--- config.mk ---
export PLATFORM = sky130hd
export DESIGN_NAME = level_sensor_hub
export DESIGN_NICKNAME = d
export VERILOG_FILES = /design/src/rtl/lsh_pkg.sv /design/src/rtl/lsh_channel.sv /design/src/rtl/level_sensor_hub.sv
export SDC_FILE = /design/constraint.sdc
export NUM_CORES = 1
export LEC_CHECK = 0
export CORE_UTILIZATION = 63
export DETAILED_ROUTE_END_ITERATION = 12
export PLACE_DENSITY = 0.94
export SYNTH_ARGS = -nofsm -noshare
export SYNTH_HDL_FRONTEND = slang
export SYNTH_SLANG_ARGS = --single-unit
--- constraint.sdc ---
create_clock -name clk -period 9.3 [get_ports clk]
set_input_delay 0.93 -clock clk [delete_from_list [all_inputs] [get_ports clk]]
set_output_delay 0.93 -clock clk [all_outputs]
set_load 0.005 [all_outputs]
--- src/rtl/lsh_pkg.sv ---
// Shared definitions for the level sensor hub.
//   - pump_state_e : per-channel pump-fill state machine encoding
//   - ADDR_LOW_TH / ADDR_HIGH_TH : threshold register addresses
//   - LOW_TH_RST / HIGH_TH_RST   : threshold values after reset
//   - STAT_*       : bit positions inside a channel status byte
//   - pack_status  : assembles a channel status byte
package lsh_pkg;

    typedef enum logic [1:0] {
        ST_IDLE  = 2'd0,
        ST_FILL  = 2'd1,
        ST_FAULT = 2'd2
    } pump_state_e;

    localparam int unsigned ADDR_LOW_TH  = 32'hE;
    localparam int unsigned ADDR_HIGH_TH = 32'hF;

    localparam logic [7:0] LOW_TH_RST  = 8'd20;
    localparam logic [7:0] HIGH_TH_RST = 8'd80;

    localparam int unsigned STAT_PUMP_BIT   = 32'd0;
    localparam int unsigned STAT_FAULT_BIT  = 32'd1;
    localparam int unsigned STAT_STICKY_BIT = 32'd2;
    localparam int unsigned STAT_TAP_LSB    = 32'd3;

    // Status byte layout: {tap_count[4:0], fault_sticky, fault, pump_req}
    function automatic logic [7:0] pack_status(
        input logic [4:0] tap_count,
        input logic       fault_sticky,
        input logic       fault,
        input logic       pump_req
    );
        logic [7:0] stat;
        stat                     = 8'd0;
        stat[STAT_PUMP_BIT]      = pump_req;
        stat[STAT_FAULT_BIT]     = fault;
        stat[STAT_STICKY_BIT]    = fault_sticky;
        stat[STAT_TAP_LSB +: 5]  = tap_count;
        return stat;
    endfunction

endpackage

--- src/rtl/lsh_channel.sv ---
// One floating-switch channel: synchroniser, debounce, thermometer decode,
// pump-fill state machine and sticky fault flag.
// Ports:
//   clk, rst        : clock, asynchronous active-low reset
//   sens            : raw thermometer-coded switch vector (bit 0 lowest)
//   low_th, high_th : global hysteresis thresholds (percent)
//   sticky_clr      : status register of this channel is being read
//   level           : last valid level in percent
//   tap_count       : number of wetted switches in the last valid code
//   fault           : current code is not a thermometer code
//   fault_sticky    : a fault has been seen since the last status read
//   pump_req        : pump request, high only while filling
module lsh_channel
    import lsh_pkg::*;
#(
    parameter int unsigned TAPS       = 9,
    parameter int unsigned STEP       = 10,
    parameter int unsigned DEB_CYCLES = 4
) (
    input  logic            clk,
    input  logic            rst,
    input  logic [TAPS-1:0] sens,
    input  logic [7:0]      low_th,
    input  logic [7:0]      high_th,
    input  logic            sticky_clr,
    output logic [7:0]      level,
    output logic [4:0]      tap_count,
    output logic            fault,
    output logic            fault_sticky,
    output logic            pump_req
);

    localparam int unsigned CNT_W = $clog2(DEB_CYCLES) + 1;
    localparam logic [CNT_W-1:0] DEB_MAX = CNT_W'(DEB_CYCLES - 1);

    logic [TAPS-1:0]  sync1_r;
    logic [TAPS-1:0]  sync2_r;
    logic [TAPS-1:0]  cand_r;
    logic [TAPS-1:0]  stable_r;
    logic [CNT_W-1:0] cnt_r;

    logic [TAPS-1:0]  stable_inc_s;
    logic             thermo_s;
    logic [7:0]       ones_s;
    logic [7:0]       level_calc_s;

    logic [7:0]       level_r;
    logic [4:0]       tap_r;
    logic             fault_r;
    logic             sticky_r;
    logic             pump_r;

    pump_state_e      state_r;
    pump_state_e      state_s;

    // Two-flop synchroniser for the asynchronous switch inputs
    always_ff @(posedge clk or negedge rst) begin
        if (!rst) begin
            sync1_r <= '0;
            sync2_r <= '0;
        end else begin
            sync1_r <= sens;
            sync2_r <= sync1_r;
        end
    end

    // Debounce: a vector is accepted once the candidate has been seen
    // DEB_CYCLES times in a row. The copy keys on the counter alone so a
    // vector held exactly DEB_CYCLES cycles still gets through.
    always_ff @(posedge clk or negedge rst) begin
        if (!rst) begin
            cand_r   <= '0;
            cnt_r    <= '0;
            stable_r <= '0;
        end else begin
            if (sync2_r != cand_r) begin
                cand_r <= sync2_r;
                cnt_r  <= '0;
            end else if (cnt_r != DEB_MAX) begin
                cnt_r  <= cnt_r + CNT_W'(1);
            end else begin
                cnt_r  <= cnt_r;
            end
            if (cnt_r == DEB_MAX) begin
                stable_r <= cand_r;
            end else begin
                stable_r <= stable_r;
            end
        end
    end

    // Thermometer check and tap count. 2^k-1 plus one has no bit in common
    // with itself; the all-ones code wraps to zero in TAPS bits.
    always_comb begin
        stable_inc_s = stable_r + TAPS'(1);
        thermo_s     = ((stable_r & stable_inc_s) == '0);
        ones_s       = 8'd0;
        for (int i = 0; i < int'(TAPS); i++) begin
            ones_s = ones_s + {7'd0, stable_r[i]};
        end
        level_calc_s = 8'(ones_s * STEP);
    end

    // Decoded level register; an invalid code keeps the last valid level
    always_ff @(posedge clk or negedge rst) begin
        if (!rst) begin
            level_r <= 8'd0;
            tap_r   <= 5'd0;
            fault_r <= 1'b0;
        end else begin
            fault_r <= ~thermo_s;
            if (thermo_s) begin
                level_r <= level_calc_s;
                tap_r   <= ones_s[4:0];
            end else begin
                level_r <= level_r;
                tap_r   <= tap_r;
            end
        end
    end

    // Pump FSM state register and registered pump request
    always_ff @(posedge clk or negedge rst) begin
        if (!rst) begin
            state_r <= ST_IDLE;
            pump_r  <= 1'b0;
        end else begin
            state_r <= state_s;
            pump_r  <= (state_s == ST_FILL);
        end
    end

    // Pump FSM next state; a fault overrides every other transition
    always_comb begin
        state_s = state_r;
        if (fault_r) begin
            state_s = ST_FAULT;
        end else begin
            case (state_r)
                ST_IDLE: begin
                    if (level_r <= low_th) begin
                        state_s = ST_FILL;
                    end else begin
                        state_s = ST_IDLE;
                    end
                end
                ST_FILL: begin
                    if (level_r >= high_th) begin
                        state_s = ST_IDLE;
                    end else begin
                        state_s = ST_FILL;
                    end
                end
                ST_FAULT: begin
                    state_s = ST_IDLE;
                end
                default: begin
                    state_s = ST_IDLE;
                end
            endcase
        end
    end

    // Sticky fault: a live fault wins over a simultaneous status read
    always_ff @(posedge clk or negedge rst) begin
        if (!rst) begin
            sticky_r <= 1'b0;
        end else begin
            sticky_r <= fault_r | (sticky_r & ~sticky_clr);
        end
    end

    assign level        = level_r;
    assign tap_count    = tap_r;
    assign fault        = fault_r;
    assign fault_sticky = sticky_r;
    assign pump_req     = pump_r;

endmodule

--- src/rtl/level_sensor_hub.sv ---
// Multi-channel floating-switch level hub with a registered register port.
// Ports:
//   clk, rst   : clock, asynchronous active-low reset
//   sens_in    : raw switch vectors, channel c at [c*TAPS +: TAPS]
//   address    : register select
//   rd_en      : read strobe, data on sensOut one cycle later
//   wr_en      : write strobe (thresholds only)
//   wr_data    : write data
//   sensOut    : registered read data, held while rd_en is low
//   pump_req   : per-channel pump request
//   fault      : per-channel live invalid-code flag
// Address map: 0..N_CH-1 levels, N_CH..2*N_CH-1 status,
// 0xE low threshold, 0xF high threshold, everything else reads 0.
module level_sensor_hub
    import lsh_pkg::*;
#(
    parameter int unsigned N_CH       = 2,
    parameter int unsigned TAPS       = 9,
    parameter int unsigned STEP       = 10,
    parameter int unsigned DEB_CYCLES = 4,
    parameter int unsigned ADDR_W     = 4
) (
    input  logic                 clk,
    input  logic                 rst,
    input  logic [N_CH*TAPS-1:0] sens_in,
    input  logic [ADDR_W-1:0]    address,
    input  logic                 rd_en,
    input  logic                 wr_en,
    input  logic [7:0]           wr_data,
    output logic [7:0]           sensOut,
    output logic [N_CH-1:0]      pump_req,
    output logic [N_CH-1:0]      fault
);

    logic [7:0]      low_th_r;
    logic [7:0]      high_th_r;
    logic [7:0]      sens_out_r;
    logic [7:0]      rd_data_s;

    logic [7:0]      level_s [N_CH];
    logic [4:0]      tap_s   [N_CH];
    logic [N_CH-1:0] fault_s;
    logic [N_CH-1:0] sticky_s;
    logic [N_CH-1:0] pump_s;
    logic [N_CH-1:0] sticky_clr_s;

    for (genvar c = 0; c < N_CH; c++) begin : g_ch
        assign sticky_clr_s[c] = rd_en && (address == ADDR_W'(N_CH + c));

        lsh_channel #(
            .TAPS       (TAPS),
            .STEP       (STEP),
            .DEB_CYCLES (DEB_CYCLES)
        ) u_ch (
            .clk          (clk),
            .rst          (rst),
            .sens         (sens_in[c*TAPS +: TAPS]),
            .low_th       (low_th_r),
            .high_th      (high_th_r),
            .sticky_clr   (sticky_clr_s[c]),
            .level        (level_s[c]),
            .tap_count    (tap_s[c]),
            .fault        (fault_s[c]),
            .fault_sticky (sticky_s[c]),
            .pump_req     (pump_s[c])
        );
    end

    // Threshold registers; the FSMs see the new value from the next cycle
    always_ff @(posedge clk or negedge rst) begin
        if (!rst) begin
            low_th_r  <= LOW_TH_RST;
            high_th_r <= HIGH_TH_RST;
        end else if (wr_en) begin
            if (address == ADDR_W'(ADDR_LOW_TH)) begin
                low_th_r <= wr_data;
            end else if (address == ADDR_W'(ADDR_HIGH_TH)) begin
                high_th_r <= wr_data;
            end else begin
                low_th_r  <= low_th_r;
                high_th_r <= high_th_r;
            end
        end else begin
            low_th_r  <= low_th_r;
            high_th_r <= high_th_r;
        end
    end

    // Read data select; unmapped addresses return zero
    always_comb begin
        rd_data_s = 8'd0;
        for (int c = 0; c < int'(N_CH); c++) begin
            if (address == ADDR_W'(c)) begin
                rd_data_s = level_s[c];
            end else if (address == ADDR_W'(int'(N_CH) + c)) begin
                rd_data_s = pack_status(tap_s[c], sticky_s[c], fault_s[c], pump_s[c]);
            end else begin
            end
        end
        if (address == ADDR_W'(ADDR_LOW_TH)) begin
            rd_data_s = low_th_r;
        end else if (address == ADDR_W'(ADDR_HIGH_TH)) begin
            rd_data_s = high_th_r;
        end else begin
        end
    end

    // Read data register; a same-cycle write is not visible until the next read
    always_ff @(posedge clk or negedge rst) begin
        if (!rst) begin
            sens_out_r <= 8'd0;
        end else if (rd_en) begin
            sens_out_r <= rd_data_s;
        end else begin
            sens_out_r <= sens_out_r;
        end
    end

    assign sensOut  = sens_out_r;
    assign pump_req = pump_s;
    assign fault    = fault_s;

endmodule
== Word level (Yosys, flattened, before mapping) ==
Index checks and enable logic that the tools add are counted.
Word-level totals
  flip-flop bits (word level): 136
  input port bits: 34
  output and inout port bits: 12
  logic and storage cells: 106
Cells by class
  add/sub/neg operators: 20
  multipliers: 2
  magnitude comparators: 4
  eq/ne operators: 15
  mux-type cells: 18
  bitwise gates (word level): 11
  reductions and logical operators: 11
Operator list (number)
  adder 8 x 1 -> 8 bit: 14
  two-way mux 8 bit: 6
  adder 9 x 1 -> 9 bit, second input constant: 2
  bitwise AND 9 bit: 2
  logical NOT 9 bit: 2
  inequality test 9 bit: 2
  greater-or-equal comparator 8 bit: 2
  less-or-equal comparator 8 bit: 2
  multiplier 8 x 3 -> 7 bit, second input constant: 2
  two-way mux 3 bit: 4
  == test 2 x 1 -> 1 bit, second input constant: 4
  == test 4 x 2 -> 1 bit, second input constant: 2
  == test 4 bit, second input constant: 2
  one-hot mux 2 bit (2 select lines): 2
  adder 3 x 1 -> 3 bit, second input constant: 2
  == test 3 x 2 -> 1 bit, second input constant: 2
  inequality test 3 x 2 -> 1 bit, second input constant: 2
  NOT 1 bit: 5
  adder 1 x 1 -> 2 bit: 2
  == test 4 x 1 -> 1 bit, second input constant: 1
  logical NOT 2 bit: 2
  logical NOT 4 bit: 1
  two-way mux 1 bit: 4
  two-way mux 2 bit: 2
  other kinds (6): 10

== Longest topological paths before layout ==
Gate-level depths: netlist (run 1).
  word-level depth: 9
  gate-level depth with buffers: 17
  depth with buffers taken out: 17

== Modules after synthesis ==
A second synthesis (run 1) with hierarchy kept.
Second synthesis, totals
  cell total of the unflattened synthesis: 552
  area total of the unflattened synthesis: 6428.7 µm²
Modules (own cells, without submodules)
  lsh_channel: instances 2, cells each 212, area an instance 2536.2 µm², sequential area each 1301.2 µm²
  level_sensor_hub: instances 1, cells each 128, area an instance 1356.3 µm², sequential area each 605.6 µm²

== Worst setup path after synthesis (run 1) ==
OpenSTA, ideal clock, no wires.
  path type: reg-to-reg
  start: register g_ch[0].u_ch.stable_r[0]
  end: register g_ch[0].u_ch.level_r[6]
  setup time: 0.125 ns
  arrival time: 4.076 ns
  required time: 9.175 ns
  path slack: 5.099 ns
  stages on the path, launching flop included: 16
  path buffers: 0
  period minus slack after synthesis: 4.201 ns
  path through: dfrtp_1 -> inv_1 -> ha_1 -> fa_1 -> fa_1 -> fa_1 -> inv_1 -> ha_1 -> fa_1 -> xnor2_1 -> ha_1 -> ha_1 -> inv_1 -> fa_1 -> xnor2_1 -> mux2_2
Between the ends
  longest elaborated chain between the ends: 9
  elaborated cells between the ends (all ways): 12
  those cells by class: 9 x add/sub; 1 x mul; 1 x bitwise; 1 x reduce/logical
RTL lines
  start, declared: line lsh_channel.sv:39  | logic [TAPS-1:0] stable_r;
  start signal, assigned: line lsh_channel.sv:85  | stable_r <= cand_r;
  start signal, assigned: line lsh_channel.sv:87  | stable_r <= stable_r;
  adder 1 x 1 -> 2 bit: line lsh_channel.sv:99  | ones_s = ones_s + {7'd0, stable_r[i]};
  adder 8 x 1 -> 8 bit (7 in a row): line lsh_channel.sv:99
  multiplier 8 x 3 -> 7 bit: line lsh_channel.sv:101  | level_calc_s = 8'(ones_s * STEP);
  end signal, assigned: line lsh_channel.sv:113  | level_r <= level_calc_s;
  end signal, assigned: line lsh_channel.sv:116  | level_r <= level_r;
  end, declared: line lsh_channel.sv:47  | logic [7:0] level_r;
Parallel ways exist; a longest one is shown, timed or not.
A chain may end at the register's enable or synchronous reset.

== Worst setup path in the final report (run 1) ==
Same ends and word-level chain as after synthesis.

==> results of run 1 <==
[placed cells by master (no fill, tap or decap), types with 18 or more instances in the layout]
cell / instances
dfrtp_1: 124
ha_1: 53
inv_1: 51
clkdlybuf4s50_1: 44
o21ai_0: 34
nand2_1: 31
nor2_1: 27
mux2_2: 27
a21oi_1: 23
mux2i_1: 18
[area by class of cell]
| type | instances | share of cell area |
|---|---|---|
| clock buffers | 17 | 0.0569 |
| clock inverters | 15 | 0.0298 |
| inverters | 52 | 0.0268 |
| multi-input cells | 310 | 0.360 |
| flip-flops and latches | 128 | 0.441 |
| well taps | 129 | 0.0222 |
| repair buffers | 47 | 0.0637 |
[through the flow]
stage / area, um^2 / instances / setup slack [ns]
2_1_floorplan: 6170 / 523 / 5.10
3_3_place_gp: 6640 / 666 / 5.03
3_5_place_dp: 6640 / 666 / 4.90
4_1_cts: 7270 / 698 / 4.86
5_1_grt: 7270 / 698 / 4.56
6_report: 7270 / 698 / 4.87
[worst reg2reg max path, stage by stage (launching register included)]
cell and delay [ns]:
dfrtp_1 0.37, inv_1 0.07, ha_1 0.31, fa_1 0.51, fa_1 0.43, fa_1 0.49, inv_1 0.04, ha_1 0.20
fa_1 0.43, xnor2_1 0.25, ha_1 0.19, ha_1 0.15, inv_1 0.06, fa_1 0.40, xnor2_1 0.15, mux2_2 0.27
[cell families after synthesis]
logic type,count (synthesis)
muxes,49
AOI/OAI and AO/OA,81
buffers and inverters,85
xor gates and xnor gates,25
and+or+nand+nor,90
adders and majority gates,65
DFF,128
[sequential cells by signal, summed over array words and instances, names as in the netlist, 6 cells and up]
register and cells:
g_ch.u_ch.cand_r 18, g_ch.u_ch.cnt_r 6, g_ch.u_ch.level 10, g_ch.u_ch.stable_r 18, g_ch.u_ch.sync1_r 18, g_ch.u_ch.sync2_r 18
g_ch.u_ch.tap_count 8, high_th_r 8, low_th_r 8, sensOut 8
[worst max path at each step]
stage,cells after the start,end
after CTS,15,g_ch[0].u_ch.level[6]$_DFFE_PN0N_
after detailed placement,15,g_ch[0].u_ch.level[6]$_DFFE_PN0N_
after global routing,15,g_ch[0].u_ch.level[6]$_DFFE_PN0N_
after global placement,15,g_ch[0].u_ch.level[6]$_DFFE_PN0N_
after floorplan,15,g_ch[0].u_ch.level[6]$_DFFE_PN0N_
final,15,g_ch[0].u_ch.level[6]$_DFFE_PN0N_
[power groups by stage]
stage | Combinational, mW | Clock [mW] | Sequential (mW)
4_1_cts | 0.149 | 0.718 | 0.621
2_1_floorplan | 0.0886 | 0 | 0.623
6_report | 0.149 | 0.708 | 0.622
3_3_place_gp | 0.137 | 0 | 0.628
5_1_grt | 0.166 | 0.740 | 0.626
3_5_place_dp | 0.144 | 0 | 0.631
[cell usage after synthesis (all sizes together) (3+ instances only)]
library cell	number
a21oi	23
inv	52
fa	12
o21ai	34
ha	53
buf	9
mux2i	18
nor3	5
mux2	27
dfstp	4
a21o	4
clkbuf	24
xor2	17
mux4	4
nand4	6
nand2	31
dfrtp	124
nand3	6
nor2	27
a31oi	3
o21a	3
xnor2	8
[routing by layer]
| layer | global-route usage | wire [um] | up-vias |
|---|---|---|---|
| li1 | - | - | 1835 |
| met1 | 0.311 | 4950 | 1979 |
| met2 | 0.517 | 6720 | 159 |
| met3 | 0.0735 | 708 | 44 |
| met4 | 0.159 | 507 | 0 |
| met5 | 0 | 0 | - |
==> results_dict.tcl, run 1 <==
set metrics [dict create \
    fmaxAchievable_mhz 226 \
    synthTopCellsByArea "dfrtp_1 50%, ha_1 11%, mux2_2 4.9%" \
    synth_nets 622 \
    post_route_cells_drive_above_1_share 0.135 \
    utilization 0.776 \
    synth_top_family_by_area "adder cells" \
    grt.total_usage 0.288 \
    ctsHoldBuffers 0 \
    rows 35 \
    die_width_um 101 \
    syn_area_um2 6170 \
    ffs_latches_synth 128 \
    synth-edff-count 0 \
    cpMaxStageDelayCell "fa_1" \
    timing.critical_path.fanout_max 3 \
    power_report.internal_total_mw 1.09 \
    maxCapViolations 0 \
    critical_path.max_stage_delay_ns 0.51 \
    detailroute.via_count 4017 \
    cp_cell_sequence "inv_1 -> ha_1 -> fa_1 -> fa_1 -> fa_1 -> inv_1 -> ha_1 -> fa_1 -> xnor2_1 -> ha_1 -> ha_1 -> inv_1 -> fa_1 -> xnor2_1 -> mux2_2" \
    cp-startpoint "g_ch[0].u_ch.stable_r[0]$_DFFE_PN0N_" \
    cts-buffers-inserted 17 \
    drc 0 \
    initial_core_util 0.658 \
    layout_stage_area_growth_over_the_synthesis_result_pct 17.9 \
    wl_per_cell_um 18.5 \
    worstReg2RegEnd "g_ch[0].u_ch.level[6]$_DFFE_PN0N_" \
    min_from "g_ch[1].u_ch.sync1_r[3]$_DFF_PN0_" \
    pwr-share-clk 0.479 \
    power_frac_seq 0.420 \
    detail_route.first_pass.iterations 5 \
    top_level_ports 46 \
    status "completed" \
    routabilityCongestion 0.913 \
    syn-instance-count 523 \
    clock_latency_ns 0.51 \
    cts_post_setup_buffers_inserted 0 \
    worst_hold_endpoint "g_ch[1].u_ch.sync2_r[3]$_DFF_PN0_" \
    vias_in_the_first_global_route 4394 \
    antenna_violations_before_repair 0 \
    yosys_most_used_dff "dfrtp_1" \
    cts_repair_resize_count 0 \
    regToRegSetupSlack_ns 4.87 \
    sw_frac_of_total 0.262 \
    syn_avg_cell_area_um2 11.8 \
    post_synth_fa_ha_maj_area_fraction 0.146 \
    synth_top_area_cell "dfrtp_1" \
    synth_async_sr_flop_share 1.00 \
    critical_path.n_buffers_inverters 3 \
    synth_xor_xnor_area_share 0.0355 \
    synth_compound_area_frac 0.0793 \
    placement.io_buffers 45 \
    dpl.hpwl_um 8520 \
    cts_htree_levels 4 \
    cp_common_cell "fa_1" \
    hold_viol 0 \
    clock_sink_count 128 \
    clkTransAtPathRegs_ns 0.07 \
    final_layout_net_count 655 \
    power_per_cell_area_nw_per_um2 203 \
    final.min_clock_period_ns 4.43 \
    cp_data_arrival_time_ns 4.82 \
    clockBufferDepth 2 \
    comb_power_share 0.101 \
    final.period_utilization 0.476 \
    static_power_due_to_leakage_nw 3.49 \
    min_delay_path_depth 0 \
    cts_tree "built" \
    synthDominantCellAreaShare 0.503 \
    worstReg2RegStart "g_ch[0].u_ch.stable_r[0]$_DFFE_PN0N_" \
    skew_ns 0.00949 \
    whs_ns 0.346 \
    yosys_warnings 0 \
    seq_area_um2 3210 \
    overflow 0 \
    yosysUniqueCellTypes 49 \
    final_antenna_net_count 0 \
    worstHoldPathType "register to register" \
    rsz0062_at_grt "false" \
    critical_path_start_end_classification "register to register" \
    grt_first_pass_wirelength_um 21600 \
    cpLargestDelayFamily "adder cells" \
    synth_sequential_area_ratio 0.520 \
    timing.critical_path.from_type "register" \
    fin_setup_tns_ns 0 \
    timing_worst_slew_pin_value_ns 0.984 \
    total_wire_length_um 12900 \
    floorplan_die_area_um2 10200 \
    yosys-mux-area-fraction 0.0931 \
    power_switching_uw 387 \
    total_power_mw 1.48 \
    vias_per_cell 5.76 \
    reg2regPathDepth 15 \
    number_of_inserted_filler_cells_in_the_final_layout 549 \
    dieHeight_um 101 \
    crit_path_end_kind "register" \
    ctsRootBufferMaster "clkbuf_8" \
    power.ir.vdd_worst_uv 202 \
    drt_iter0_drc 171 \
    area_of_the_core_um2 9370 \
    timing.final.setup_violations 0 \
    grt_max_degree 85 \
    multi_input_area_um2 2620 \
    worst_slew_margin_rel 0.344 \
    synth-simple-area-share 0.0696 \
    cp_data_required_time_ns 9.70 \
    antenna_cells 0 \
    final-max-slew-violation-count 0 \
]
Power figures use the tool's default switching activity.
==> inputs of run 2 (changes only) <==
--- a/config.mk
+++ b/config.mk
@@ -5,9 +5,9 @@
 export SDC_FILE = /design/constraint.sdc
 export NUM_CORES = 1
 export LEC_CHECK = 0
-export CORE_UTILIZATION = 63
+export CORE_UTILIZATION = 59
 export DETAILED_ROUTE_END_ITERATION = 12
-export PLACE_DENSITY = 0.94
+export PLACE_DENSITY = 0.89
 export SYNTH_ARGS = -nofsm -noshare
 export SYNTH_HDL_FRONTEND = slang
 export SYNTH_SLANG_ARGS = --single-unit
==> constraint.sdc (replaced) <==
create_clock -name clk -period 4.56 [get_ports clk]
set_input_delay 0.456 -clock clk [delete_from_list [all_inputs] [get_ports clk]]
set_output_delay 0.456 -clock clk [all_outputs]
set_load 0.005 [all_outputs]
==> run 2 against run 1 <==
Routed wire length fell by 5.5%; design area hardly changed; sequential share of layout area about the same; register-to-register slack got worse by 4.7 ns; worst setup slack got worse by 4.7 ns; first-iteration DRC count fell by 29%; combinational power grew 97%; clock-buffer cell count is 1 higher; global-route usage fell by 4.1 points; non-clock buffer count increased by 2; die area increased by 6.6%.
==> results_dict.tcl, run 2 (same netlist as run 1, synthesis figures left out) <==
set metrics [dict create \
    status "completed" \
    hold_viol 0 \
    grt_first_pass_wirelength_um 20200 \
    worstReg2RegStart "g_ch[0].u_ch.stable_r[0]$_DFFE_PN0N_" \
    drc 0 \
    grt_max_degree 48 \
    skew_ns 0.00879 \
    critical_path.max_stage_delay_ns 0.51 \
    cts_post_setup_buffers_inserted 0 \
    min_from "g_ch[1].u_ch.sync1_r[3]$_DFF_PN0_" \
    detailroute.via_count 3906 \
    worst_slew_margin_rel 0.189 \
    layout_stage_area_growth_over_the_synthesis_result_pct 18.0 \
    power_per_cell_area_nw_per_um2 401 \
    worst_hold_endpoint "g_ch[1].u_ch.sync2_r[3]$_DFF_PN0_" \
    grt.total_usage 0.247 \
    clock_sink_count 128 \
    fmaxAchievable_mhz 227 \
    vias_in_the_first_global_route 4178 \
    timing_worst_slew_pin_value_ns 1.21 \
    cpMaxStageDelayCell "fa_1" \
    total_power_mw 2.92 \
    antenna_violations_before_repair 0 \
    final_antenna_net_count 0 \
    post_route_cells_drive_above_1_share 0.142 \
    cts_htree_levels 4 \
    area_of_the_core_um2 9950 \
    fin_setup_tns_ns 0 \
    final_layout_net_count 657 \
    reg2regPathDepth 15 \
    total_wire_length_um 12200 \
    layout_commonest_cell "dfrtp_1" \
    final.min_clock_period_ns 4.41 \
    cpLargestDelayFamily "adder cells" \
    most_frequent_cells_in_the_layout "124 x dfrtp_1, 53 x ha_1, 51 x inv_1, 44 x clkdlybuf4s50_1, 34 x o21ai_0" \
    final.period_utilization 0.966 \
    critical_path.n_buffers_inverters 3 \
    dpl.hpwl_um 8470 \
    clock_latency_ns 0.53 \
    detail_route.first_pass.iterations 4 \
    critical_path_start_end_classification "register to register" \
    static_power_due_to_leakage_nw 3.49 \
    dieHeight_um 104 \
    top_level_ports 46 \
    maxCapViolations 0 \
    worstReg2RegEnd "g_ch[0].u_ch.level[6]$_DFFE_PN0N_" \
    crit_path_end_kind "register" \
    wl_per_cell_um 17.3 \
    overflow 0 \
    timing.final.setup_violations 0 \
    cp_cell_sequence "inv_1 -> ha_1 -> fa_1 -> fa_1 -> fa_1 -> inv_1 -> ha_1 -> fa_2 -> xnor2_2 -> ha_1 -> ha_1 -> inv_1 -> fa_1 -> xnor2_1 -> mux2_2" \
    routabilityCongestion 0.923 \
    cp_data_arrival_time_ns 4.81 \
    floorplan_die_area_um2 10900 \
    die_width_um 104 \
    rows 36 \
    power.ir.vdd_worst_uv 497 \
    drt_iter0_drc 121 \
    cts-buffers-inserted 17 \
    placement.io_buffers 45 \
    final-max-slew-violation-count 0 \
    initial_core_util 0.620 \
    cts_tree "built" \
    clockBufferDepth 2 \
    worstHoldPathType "register to register" \
    ctsRootBufferMaster "clkbuf_8" \
    timing.critical_path.from_type "register" \
    clkTransAtPathRegs_ns 0.06 \
    antenna_cells 0 \
    min_delay_path_depth 0 \
    timing.critical_path.fanout_max 3 \
    vias_per_cell 5.55 \
    regToRegSetupSlack_ns 0.15 \
    cp_data_required_time_ns 4.97 \
]
==> run 2: changes by cell type in the layout (fill, tap and decap cells not counted), sizes merged <==
| cell | previous run | this run |
|---|---|---|
| buf | 3 | 4 |
| bufinv | 3 | 2 |
| clkbuf | 17 | 18 |
| clkinv | 2 | 3 |
| dlygate4sd3 | 0 | 1 |
| inv | 61 | 60 |
==> run 2: worst max-delay path by stage <==
stage,startpoint,to,slack (ns),cells past startpoint
finish,g_ch[0].u_ch.stable_r[0]$_DFFE_PN0N_,g_ch[0].u_ch.level[6]$_DFFE_PN0N_,0.15,15
detailed placement,g_ch[0].u_ch.stable_r[0]$_DFFE_PN0N_,g_ch[0].u_ch.level[6]$_DFFE_PN0N_,0.06,15
floorplan,g_ch[0].u_ch.stable_r[0]$_DFFE_PN0N_,g_ch[0].u_ch.level[6]$_DFFE_PN0N_,0.36,15
global placement,g_ch[0].u_ch.stable_r[0]$_DFFE_PN0N_,g_ch[0].u_ch.level[6]$_DFFE_PN0N_,0.30,15
global route,g_ch[0].u_ch.stable_r[0]$_DFFE_PN0N_,g_ch[0].u_ch.level[6]$_DFFE_PN0N_,-0.01,15
CTS,g_ch[0].u_ch.stable_r[0]$_DFFE_PN0N_,g_ch[0].u_ch.level[6]$_DFFE_PN0N_,0.03,15
==> run 2: cell type report <==
cell class / count / area, um^2
fillers: 634 / 2680
repair buffers: 49 / 480
inverters: 52 / 195
clock inverters: 14 / 169
multi-input cells: 310 / 2630
clock buffers: 18 / 428
flip-flops and latches: 128 / 3210
well taps: 133 / 166
==> run 2: layer usage <==
| layer | GRT usage | vias up | wire length, um |
|---|---|---|---|
| li1 | - | 1832 | - |
| met1 | 0.280 | 1940 | 4800 |
| met2 | 0.435 | 106 | 6520 |
| met3 | 0.0733 | 28 | 589 |
| met4 | 0.101 | 0 | 274 |
| met5 | 0 | - | 0 |
==> run 2: power breakdown <==
part | total [mW] | internal (mW) | leakage, nW | switching (mW)
Sequential | 1.27 | 1.21 | 1.61 | 0.0536
Combinational | 0.294 | 0.147 | 1.59 | 0.148
Clock | 1.36 | 0.812 | 0.292 | 0.544
==> run 2: metrics by stage <==
| stage | hold slack (ns) | area, um^2 | setup WS (ns) | util | cells |
|---|---|---|---|---|---|
| after floorplan | 0.160 | 6170 | 0.359 | - | 523 |
| after global placement | 0.331 | 6660 | 0.297 | 0.669 | 671 |
| after detailed placement | 0.335 | 6660 | 0.0596 | 0.669 | 671 |
| after CTS | 0.345 | 7260 | 0.0299 | 0.730 | 704 |
| after global routing | 0.339 | 7280 | -0.0102 | 0.731 | 704 |
| final | 0.348 | 7280 | 0.154 | 0.731 | 704 |
==> run 2: what timing repair did <==
action | CTS | global route
hold buffers | 1 | 0
setup endpoints to repair | 0 | 2
hold endpoints to repair | 33 | 0
gates resized for setup | 0 | 3
